==> src/rtl/idct_1d.sv <==
// Streaming 8-point 1-D inverse DCT: eight coefficients in natural order k=0..7,
// then eight saturated spatial samples n=0..7 on consecutive cycles.
module idct_1d #(
  parameter int IN_W  = 12,
  parameter int OUT_W = 9,
  parameter int FRAC  = 9
) (
  input  logic                    clk,
  input  logic                    rst,
  input  logic                    ena_in,
  input  logic signed [IN_W-1:0]  X_in,
  output logic                    valid_out,
  output logic                    sop_out,
  output logic signed [OUT_W-1:0] x_out
);

  localparam int CW = 11;
  localparam int PW = IN_W + CW;
  localparam int AW = PW + 3;

  localparam logic signed [AW-1:0]    ROUND   = AW'(1) << (FRAC - 1);
  localparam logic signed [OUT_W-1:0] OUT_MAX = {1'b0, {(OUT_W-1){1'b1}}};
  localparam logic signed [OUT_W-1:0] OUT_MIN = {1'b1, {(OUT_W-1){1'b0}}};
  localparam logic signed [AW-1:0]    LIM_HI  = AW'(OUT_MAX);
  localparam logic signed [AW-1:0]    LIM_LO  = AW'(OUT_MIN);

  // COS_TAB[n][k] = round(2^FRAC * w_k * cos((2n+1)k*pi/16)), w_0 = 1/(2*sqrt2), w_k = 1/2
  localparam logic signed [CW-1:0] COS_TAB [8][8] = '{
    '{11'sd181,  11'sd251,  11'sd237,  11'sd213,  11'sd181,  11'sd142,  11'sd98,   11'sd50},
    '{11'sd181,  11'sd213,  11'sd98,  -11'sd50,  -11'sd181, -11'sd251, -11'sd237, -11'sd142},
    '{11'sd181,  11'sd142, -11'sd98,  -11'sd251, -11'sd181,  11'sd50,   11'sd237,  11'sd213},
    '{11'sd181,  11'sd50,  -11'sd237, -11'sd142,  11'sd181,  11'sd213, -11'sd98,  -11'sd251},
    '{11'sd181, -11'sd50,  -11'sd237,  11'sd142,  11'sd181, -11'sd213, -11'sd98,   11'sd251},
    '{11'sd181, -11'sd142, -11'sd98,   11'sd251, -11'sd181, -11'sd50,   11'sd237, -11'sd213},
    '{11'sd181, -11'sd213,  11'sd98,   11'sd50,  -11'sd181,  11'sd251, -11'sd237,  11'sd142},
    '{11'sd181, -11'sd251,  11'sd237, -11'sd213,  11'sd181, -11'sd142,  11'sd98,  -11'sd50}
  };

  logic [2:0]               k_q, k_d;
  logic [3:0]               cnt_q, cnt_d;
  logic                     valid_q, valid_d;
  logic                     sop_q, sop_d;
  logic signed [OUT_W-1:0]  bank_q [8];
  logic signed [OUT_W-1:0]  bank_d [8];
  logic signed [OUT_W-1:0]  samp [8];
  logic                     load;

  assign load = ena_in && (k_q == 3'd7);

  for (genvar gi = 0; gi < 8; gi++) begin : g_lane
    logic signed [PW-1:0] prod;
    logic signed [AW-1:0] acc_q, acc_d, sum, shifted;

    assign prod    = PW'(X_in) * PW'(COS_TAB[gi][k_q]);
    assign sum     = acc_q + AW'(prod);
    assign shifted = (sum + ROUND) >>> FRAC;
    assign samp[gi] = (shifted > LIM_HI) ? OUT_MAX :
                      (shifted < LIM_LO) ? OUT_MIN : shifted[OUT_W-1:0];

    // k=0 overwrites the accumulator so no clear cycle is needed between blocks
    always_comb begin
      acc_d = acc_q;
      if (ena_in) begin
        acc_d = (k_q == 3'd0) ? AW'(prod) : sum;
      end
    end

    always_ff @(posedge clk) begin
      if (!rst) begin
        acc_q <= '0;
      end else begin
        acc_q <= acc_d;
      end
    end
  end

  always_comb begin
    k_d     = ena_in ? k_q + 3'd1 : k_q;
    cnt_d   = cnt_q;
    valid_d = 1'b0;
    sop_d   = 1'b0;
    bank_d  = bank_q;
    // a fresh block wins over the retiring x[7], so back-to-back blocks stream without a gap
    if (load) begin
      bank_d  = samp;
      cnt_d   = 4'd8;
      valid_d = 1'b1;
      sop_d   = 1'b1;
    end else if (cnt_q > 4'd1) begin
      for (int i = 0; i < 7; i++) begin
        bank_d[i] = bank_q[i+1];
      end
      cnt_d   = cnt_q - 4'd1;
      valid_d = 1'b1;
    end else begin
      cnt_d = 4'd0;
    end
  end

  always_ff @(posedge clk) begin
    if (!rst) begin
      k_q     <= '0;
      cnt_q   <= '0;
      valid_q <= 1'b0;
      sop_q   <= 1'b0;
      for (int i = 0; i < 8; i++) begin
        bank_q[i] <= '0;
      end
    end else begin
      k_q     <= k_d;
      cnt_q   <= cnt_d;
      valid_q <= valid_d;
      sop_q   <= sop_d;
      bank_q  <= bank_d;
    end
  end

  assign valid_out = valid_q;
  assign sop_out   = sop_q;
  assign x_out     = bank_q[0];

endmodule

==> config.mk <==
export PLATFORM = sky130hd
export DESIGN_NAME = idct_1d
export DESIGN_NICKNAME = d
export VERILOG_FILES = /design/src/rtl/idct_1d.sv
export SDC_FILE = /design/constraint.sdc
export NUM_CORES = 2
export LEC_CHECK = 0
export CAP_MARGIN = 0
export CORE_UTILIZATION = 65
export DETAILED_ROUTE_END_ITERATION = 8
export DONT_BUFFER_PORTS = 1
export GPL_ROUTABILITY_DRIVEN = 0
export PLACE_DENSITY = 0.81
export SLEW_MARGIN = 10
export SYNTH_ARGS = -nofsm -noshare
export SYNTH_HDL_FRONTEND = slang
export SYNTH_SLANG_ARGS = --single-unit
export TNS_END_PERCENT = 10
==> constraint.sdc <==
create_clock -name clk -period 22.7 [get_ports clk]
set_input_delay 5.675 -clock clk [delete_from_list [all_inputs] [get_ports clk]]
set_output_delay 5.675 -clock clk [all_outputs]
set_load 0.02 [all_outputs]
Word level (Yosys, flattened, before mapping)
Memories as Yosys holds them, arrays and structs flattened.
Index checks and enable logic that the tools add are counted.
{"block": "totals", "mem_count": 8, "input_bits": 15, "latchBits": 0, "mem_bits_rw": 0, "reg_bits": 289, "rom_bits": 704}
{"name": "(no name shown)", "words": 8, "word_bits": 11, "read_ports": 1, "rd_clocked_by_memory_dff": 0, "write_ports": 0, "line_no": "54", "source": "assign prod = PW'(X_in) * PW'(COS_TAB[gi][k_q]);"}
{"name": "(no name shown)", "words": 8, "word_bits": 11, "read_ports": 1, "rd_clocked_by_memory_dff": 0, "write_ports": 0, "line_no": "54"}
{"name": "(no name shown)", "words": 8, "word_bits": 11, "read_ports": 1, "rd_clocked_by_memory_dff": 0, "write_ports": 0, "line_no": "54"}
{"name": "(no name shown)", "words": 8, "word_bits": 11, "read_ports": 1, "rd_clocked_by_memory_dff": 0, "write_ports": 0, "line_no": "54"}
{"name": "(no name shown)", "words": 8, "word_bits": 11, "read_ports": 1, "rd_clocked_by_memory_dff": 0, "write_ports": 0, "line_no": "54"}
{"name": "(no name shown)", "words": 8, "word_bits": 11, "read_ports": 1, "rd_clocked_by_memory_dff": 0, "write_ports": 0, "line_no": "54"}
{"name": "+2 memories"}
{"block": "classes", "n_eq_ne": 1, "reduce_logical": 4, "muxes": 47, "n_lt_le_gt_ge": 18, "add_sub_neg": 18, "div": 0, "n_mul": 8, "n_shift": 0, "bitwise": 3}
{"operator": "26-bit by 10-bit adder with 26-bit output (second input constant)", "n": 8}
{"operator": "26-bit by 23-bit adder with 26-bit output", "n": 8}
{"operator": "26-bit 2-to-1 mux", "n": 8}
{"operator": "12-bit by 11-bit multiplier with 23-bit output", "n": 8}
{"operator": "11-bit 2-to-1 mux", "n": 16}
{"operator": "9-bit 2-to-1 mux", "n": 16}
{"operator": "17-bit by 9-bit > comparator with 1-bit output (second input constant)", "n": 8}
{"operator": "17-bit by 9-bit less-than comparator with 1-bit output (second input constant)", "n": 8}
{"operator": "63-bit 2-to-1 mux", "n": 2}
{"operator": "4-bit 2-to-1 mux", "n": 2}
{"operator": "4-bit >= comparator (second input constant)", "n": 1}
{"operator": "4-bit by 1-bit > comparator with 1-bit output (second input constant)", "n": 1}
{"operator": "3-bit NOT with 4-bit output", "n": 1}
{"operator": "4-bit by 1-bit subtractor with 4-bit output (second input constant)", "n": 1}
{"operator": "3-bit by 1-bit adder with 3-bit output (second input constant)", "n": 1}
{"operator": "3-bit == test (second input constant)", "n": 1}
{"operator": "3-bit logical NOT", "n": 1}
{"operator": "1-bit 2-to-1 mux", "n": 3}
{"operator": "3-bit OR reduction", "n": 1}
{"operator": "1-bit NOT", "n": 2}
{"operator": "2-bit nonzero test", "n": 1}
{"operator": "1-bit logical AND", "n": 1}

Depth between registers and ports, before layout
{"block": "logic_depth", "word_depth": 11, "depth_mapped": 45}

Worst setup path before layout
No wires, ideal clock.
{"block": "synth_timing", "path_type": "input -> register", "from": "input X_in[5]", "to": "register bank_q[50] in the netlist's numbering", "path_buffers": 4, "path_slack_ns": 8.656, "setup_ns": 0.095, "t_arrival_ns": 13.949, "stages": 33, "required_ns": 22.605, "cell_sequence": "clkbuf_1 > clkbuf_1 > clkbuf_1 > nand2_1 > fa_1 > fa_1 > fa_1 > inv_1 > fa_1 > inv_1 > fa_1 > inv_1 > ha_1 > or3_1 > o21ai_0 > a21oi_1 > a21oi_1 > nor2b_1 > xnor2_1 > ha_1 > clkbuf_1 > a21o_1 > nand2b_1 > a2111oi_0 > nor3_1 > o21a_1 > xor2_1 > nand3_1 > nor4_1 > xnor3_1 > a41oi_1 > nor2_1 > a221oi_1"}
{"block": "synth_via", "elab_chain_cells": 7, "word_cells_on_any_way": 8, "classes_between": "add/sub: 2; mul: 1; order compare: 2; mux: 3"}
{"element": "from (decl)", "line_no": "11", "source": "input logic signed [IN_W-1:0] X_in,"}
{"element": "12-bit by 11-bit multiplier with 23-bit output *", "line_no": "54"}
{"element": "26-bit by 23-bit adder with 26-bit output *", "line_no": "55", "source": "assign sum = acc_q + AW'(prod);"}
{"element": "26-bit by 10-bit adder with 26-bit output *", "line_no": "56", "source": "assign shifted = (sum + ROUND) >>> FRAC;"}
{"element": "17-bit by 9-bit less-than comparator with 1-bit output", "line_no": "58", "source": "(shifted < LIM_LO) ? OUT_MIN : shifted[OUT_W-1:0];"}
{"element": "9-bit 2-to-1 mux", "line_no": "58"}
{"element": "9-bit 2-to-1 mux *", "line_no": "57", "source": "assign samp[gi] = (shifted > LIM_HI) ? OUT_MAX :"}
{"element": "63-bit 2-to-1 mux *", "line_no": "84", "source": "if (load) begin"}
{"element": "to (signal assigned)", "line_no": "114", "source": "bank_q <= bank_d;"}
{"element": "to (decl)", "line_no": "43", "source": "logic signed [OUT_W-1:0] bank_q [8];"}
Every way passes the cells marked *; elsewhere a longest branch is shown, timed or not.
A chain may end at the register's enable or synchronous reset.

Final worst setup path
{"block": "layout_timing", "from": "input X_in[0]", "to": "register bank_q[2] in the netlist's numbering"}
{"block": "layout_via", "elab_chain_cells": 6, "word_cells_on_any_way": 7, "classes_between": "add/sub: 2; mul: 1; order compare: 2; mux: 2"}
{"element": "12-bit by 11-bit multiplier with 23-bit output *", "line_no": "54"}
{"element": "26-bit by 23-bit adder with 26-bit output *", "line_no": "55"}
{"element": "26-bit by 10-bit adder with 26-bit output *", "line_no": "56"}
{"element": "17-bit by 9-bit less-than comparator with 1-bit output", "line_no": "58"}
{"element": "9-bit 2-to-1 mux", "line_no": "58"}
{"element": "9-bit 2-to-1 mux *", "line_no": "57"}
Marked as above.

==> results_dict.tcl <==
set metrics [dict create \
    status "complete, no violations" \
    place_hpwl_um 151000 \
    cpLargestDelayFamily "compound AO/OA/AOI/OAI gates" \
    setup_tns_ns 0 \
    post_cts_buffers 0 \
    first_global_vias 59300 \
    layout_commonest_cell "inv_1" \
    cts_sinks 289 \
    grt_start_max_net_pins 343 \
    synth.avg_cell_area_um2 8.10 \
    antenna_left 0 \
    ctsResizeCount 0 \
    cts_hold_buf 0 \
    vias_per_cell 6.35 \
    die-area_mm2 0.103 \
    die_h_um 322 \
    drt_drc_violations_left 0 \
    final-setup-viol-count 0 \
    multi_input_area_mm2 0.0541 \
    fill_cells 8156 \
    ys_warn_count 0 \
    finalCriticalPeriod_ns 14.14 \
    clock.fmax_mhz 70.7 \
    startpoint "X_in[0]" \
    final_core_util_pct 68.1 \
    synth-edff-count 0 \
    fin_nets 9498 \
    skew_ns 0.0481 \
    core_mm2 0.101 \
    tightest_slew_ns 1.36 \
    crit_buf_inv 6 \
    worstHoldStart "bank_q[60]" \
    criticalPathCategory "input port to register" \
    grt.total_usage_pct 38.7 \
    core.rowCount 116 \
    die_w_um 322 \
    grt_antenna_before_repair 5 \
    startpoint_type "input port" \
    synth_seq_area_share_pct 8.72 \
    rsz0062_at_grt "no" \
    cts_buffer_depth 3 \
    slowest_delay_ns 0.85 \
    clkTransAtPathRegs_ns 0.06 \
    slew_headroom_pct 9.15 \
    drt_iter0_drc 5827 \
    root_buffer "clkbuf_16" \
    min_period_over_period_pct 62.3 \
    cp_max_fo 64 \
    gr-total-overflow 0 \
    path_common_cell "inv_1" \
    clock_latency_ns 0.64 \
    worst_setup_path_end_kind "register" \
    first_pass_iters 9 \
    syn_nets 9786 \
    synth_area_mm2 0.0664 \
    syn_to_final_growth_pct 3.13 \
    slew_violations 0 \
    wire_per_inst_um 21.3 \
    tritoncts "yes" \
    routed_wl_um 198000 \
    dr_total_vias 59100 \
    hold_viol_final 0 \
    hp-class "register to register" \
    cts_max_level 2 \
    mostFrequentLayoutCells "inv_1, fa_1, nand2_1" \
    async_flop_share_pct 0 \
    grt_pass1_wl_um 315000 \
    portBuffers 0 \
    ys_ff_latch 289 \
    max_cap_viol_count 0 \
    io_pins 26 \
    register_area_mm2 0.00579 \
    synth.distinct_cells 110 \
    start_util_pct 66.0 \
    reg2reg_from "k_q[1]" \
    cts_buffers 42 \
    slowest_stage "nor4b_1" \
    worstPathArrival_ns 14.61 \
    cp.required_ns 23.17 \
    synth_top_flop_cell "dfxtp_1" \
    drive_gt1_share_pct 2.97 \
    synthCells 8195 \
]
[worst reg2reg max path, delay by kind of cell (launching register included)]
| kind | cells | cell delay (ns) |
|---|---|---|
| AO/OA/AOI/OAI | 15 | 4.10 |
| adder cells (fa/ha/maj) | 8 | 3.61 |
| AND/OR/NAND/NOR | 8 | 2.44 |
| buffers and inverters | 7 | 1.34 |
| flip-flops | 1 | 0.30 |
| XOR/XNOR | 1 | 0.16 |
[synth_stat cells (18+ instances only)]
| cell type | instances | area share [%] |
|---|---|---|
| and3_1 | 78 | 0.74 |
| nand2b_1 | 104 | 0.98 |
| or2_2 | 38 | 0.36 |
| nor4_1 | 31 | 0.29 |
| and4_1 | 18 | 0.24 |
| a221oi_1 | 28 | 0.37 |
| a211oi_1 | 101 | 1.1 |
| or4_1 | 25 | 0.28 |
| or3_1 | 43 | 0.41 |
| a311oi_1 | 78 | 1.0 |
| xor2_1 | 101 | 1.3 |
| nand4_1 | 39 | 0.37 |
| clkbuf_1 | 326 | 1.8 |
| nor2b_1 | 76 | 0.72 |
| o211ai_1 | 49 | 0.55 |
| nor3_1 | 152 | 1.1 |
| o21ai_0 | 306 | 2.3 |
| nor3b_1 | 23 | 0.26 |
| xnor2_1 | 280 | 3.7 |
| a31oi_1 | 63 | 0.59 |
| buf_1 | 38 | 0.21 |
| a31o_2 | 19 | 0.25 |
| and2_1 | 231 | 2.2 |
| o21bai_1 | 52 | 0.59 |
| dfxtp_1 | 289 | 8.7 |
| mux2i_1 | 63 | 0.95 |
| a21o_1 | 122 | 1.4 |
| a211o_1 | 36 | 0.47 |
| fa_1 | 955 | 29 |
| o31ai_1 | 26 | 0.29 |
| nor2_1 | 536 | 3.0 |
| nand3_1 | 188 | 1.4 |
| inv_1 | 1344 | 7.6 |
| a21oi_1 | 466 | 3.5 |
| ha_1 | 621 | 12 |
| o2111ai_1 | 21 | 0.28 |
| nand2_1 | 860 | 4.9 |
| o21a_1 | 56 | 0.63 |
[registers in the layout (all words and copies together) (netlist names)]
name          flops
cnt_q             4
k_q               3
sop_out           1
x_out             9
g_lane.acc_q    208
valid_out         1
bank_q           63
[worst paths after layout]
| check | endpoint | slack (ns) | cells after the start |
|---|---|---|---|
| min | bank_q[60] | 0.47 | 2 |
| max reg2reg | bank_q[2] | 10.61 | 39 |
| max | bank_q[2] | 8.56 | 35 |
| min reg2reg | bank_q[60] | 0.47 | 2 |
[layout make-up]
| type | count | area share, % |
|---|---|---|
| Inverter | 1346 | 7.39 |
| Multi-Input combinational cell | 6180 | 79.0 |
| Timing Repair Buffer | 48 | 0.545 |
| Sequential cell | 289 | 8.45 |
| Antenna cell | 5 | 0.0183 |
| Clock inverter | 20 | 0.340 |
| Tap cell | 1357 | 2.48 |
| Clock buffer | 56 | 1.74 |
[logic make-up (layout without fill, tap and decap cells)]
logic type      count (synthesis)  count (layout)  synth area share, %
flops                         289             289                 8.72
other cells                     0               5                    0
simple gates                 2507            2507                 18.2
mux                            74              74                 1.14
fa+ha+maj                    1576            1576                 40.5
xor+xnor                      387             387                 5.22
buf+inv                      1726            1470                 9.83
compound gates               1636            1636                 16.4
[routing by layer]
metal	share of wire [%]	up-vias	wire length, µm	global-route usage (%)
met3	11	800	22000	10.2
met4	7.8	4	15500	26.2
met1	38	28600	75400	48.0
li1	-	26600	-	-
met2	43	3134	85400	59.1
met5	0.040	-	80	0.473
[stage by stage]
stage | worst slack [ns] | area (µm²) | std cells | hold WS (ns)
final | 8.56 | 68500 | 9301 | 0.467
after global routing | 8.06 | 68500 | 9297 | 0.491
after CTS | 8.76 | 68400 | 9296 | 0.470
after detailed placement | 8.15 | 67000 | 9220 | 0.456
after global placement | 8.49 | 67000 | 9220 | 0.442
after floorplan | 8.66 | 66400 | 8195 | 0.425
Power is left out: the tool's default activity adds up to more than one toggle a clock period on the data nets, which glitch-free logic cannot reach.
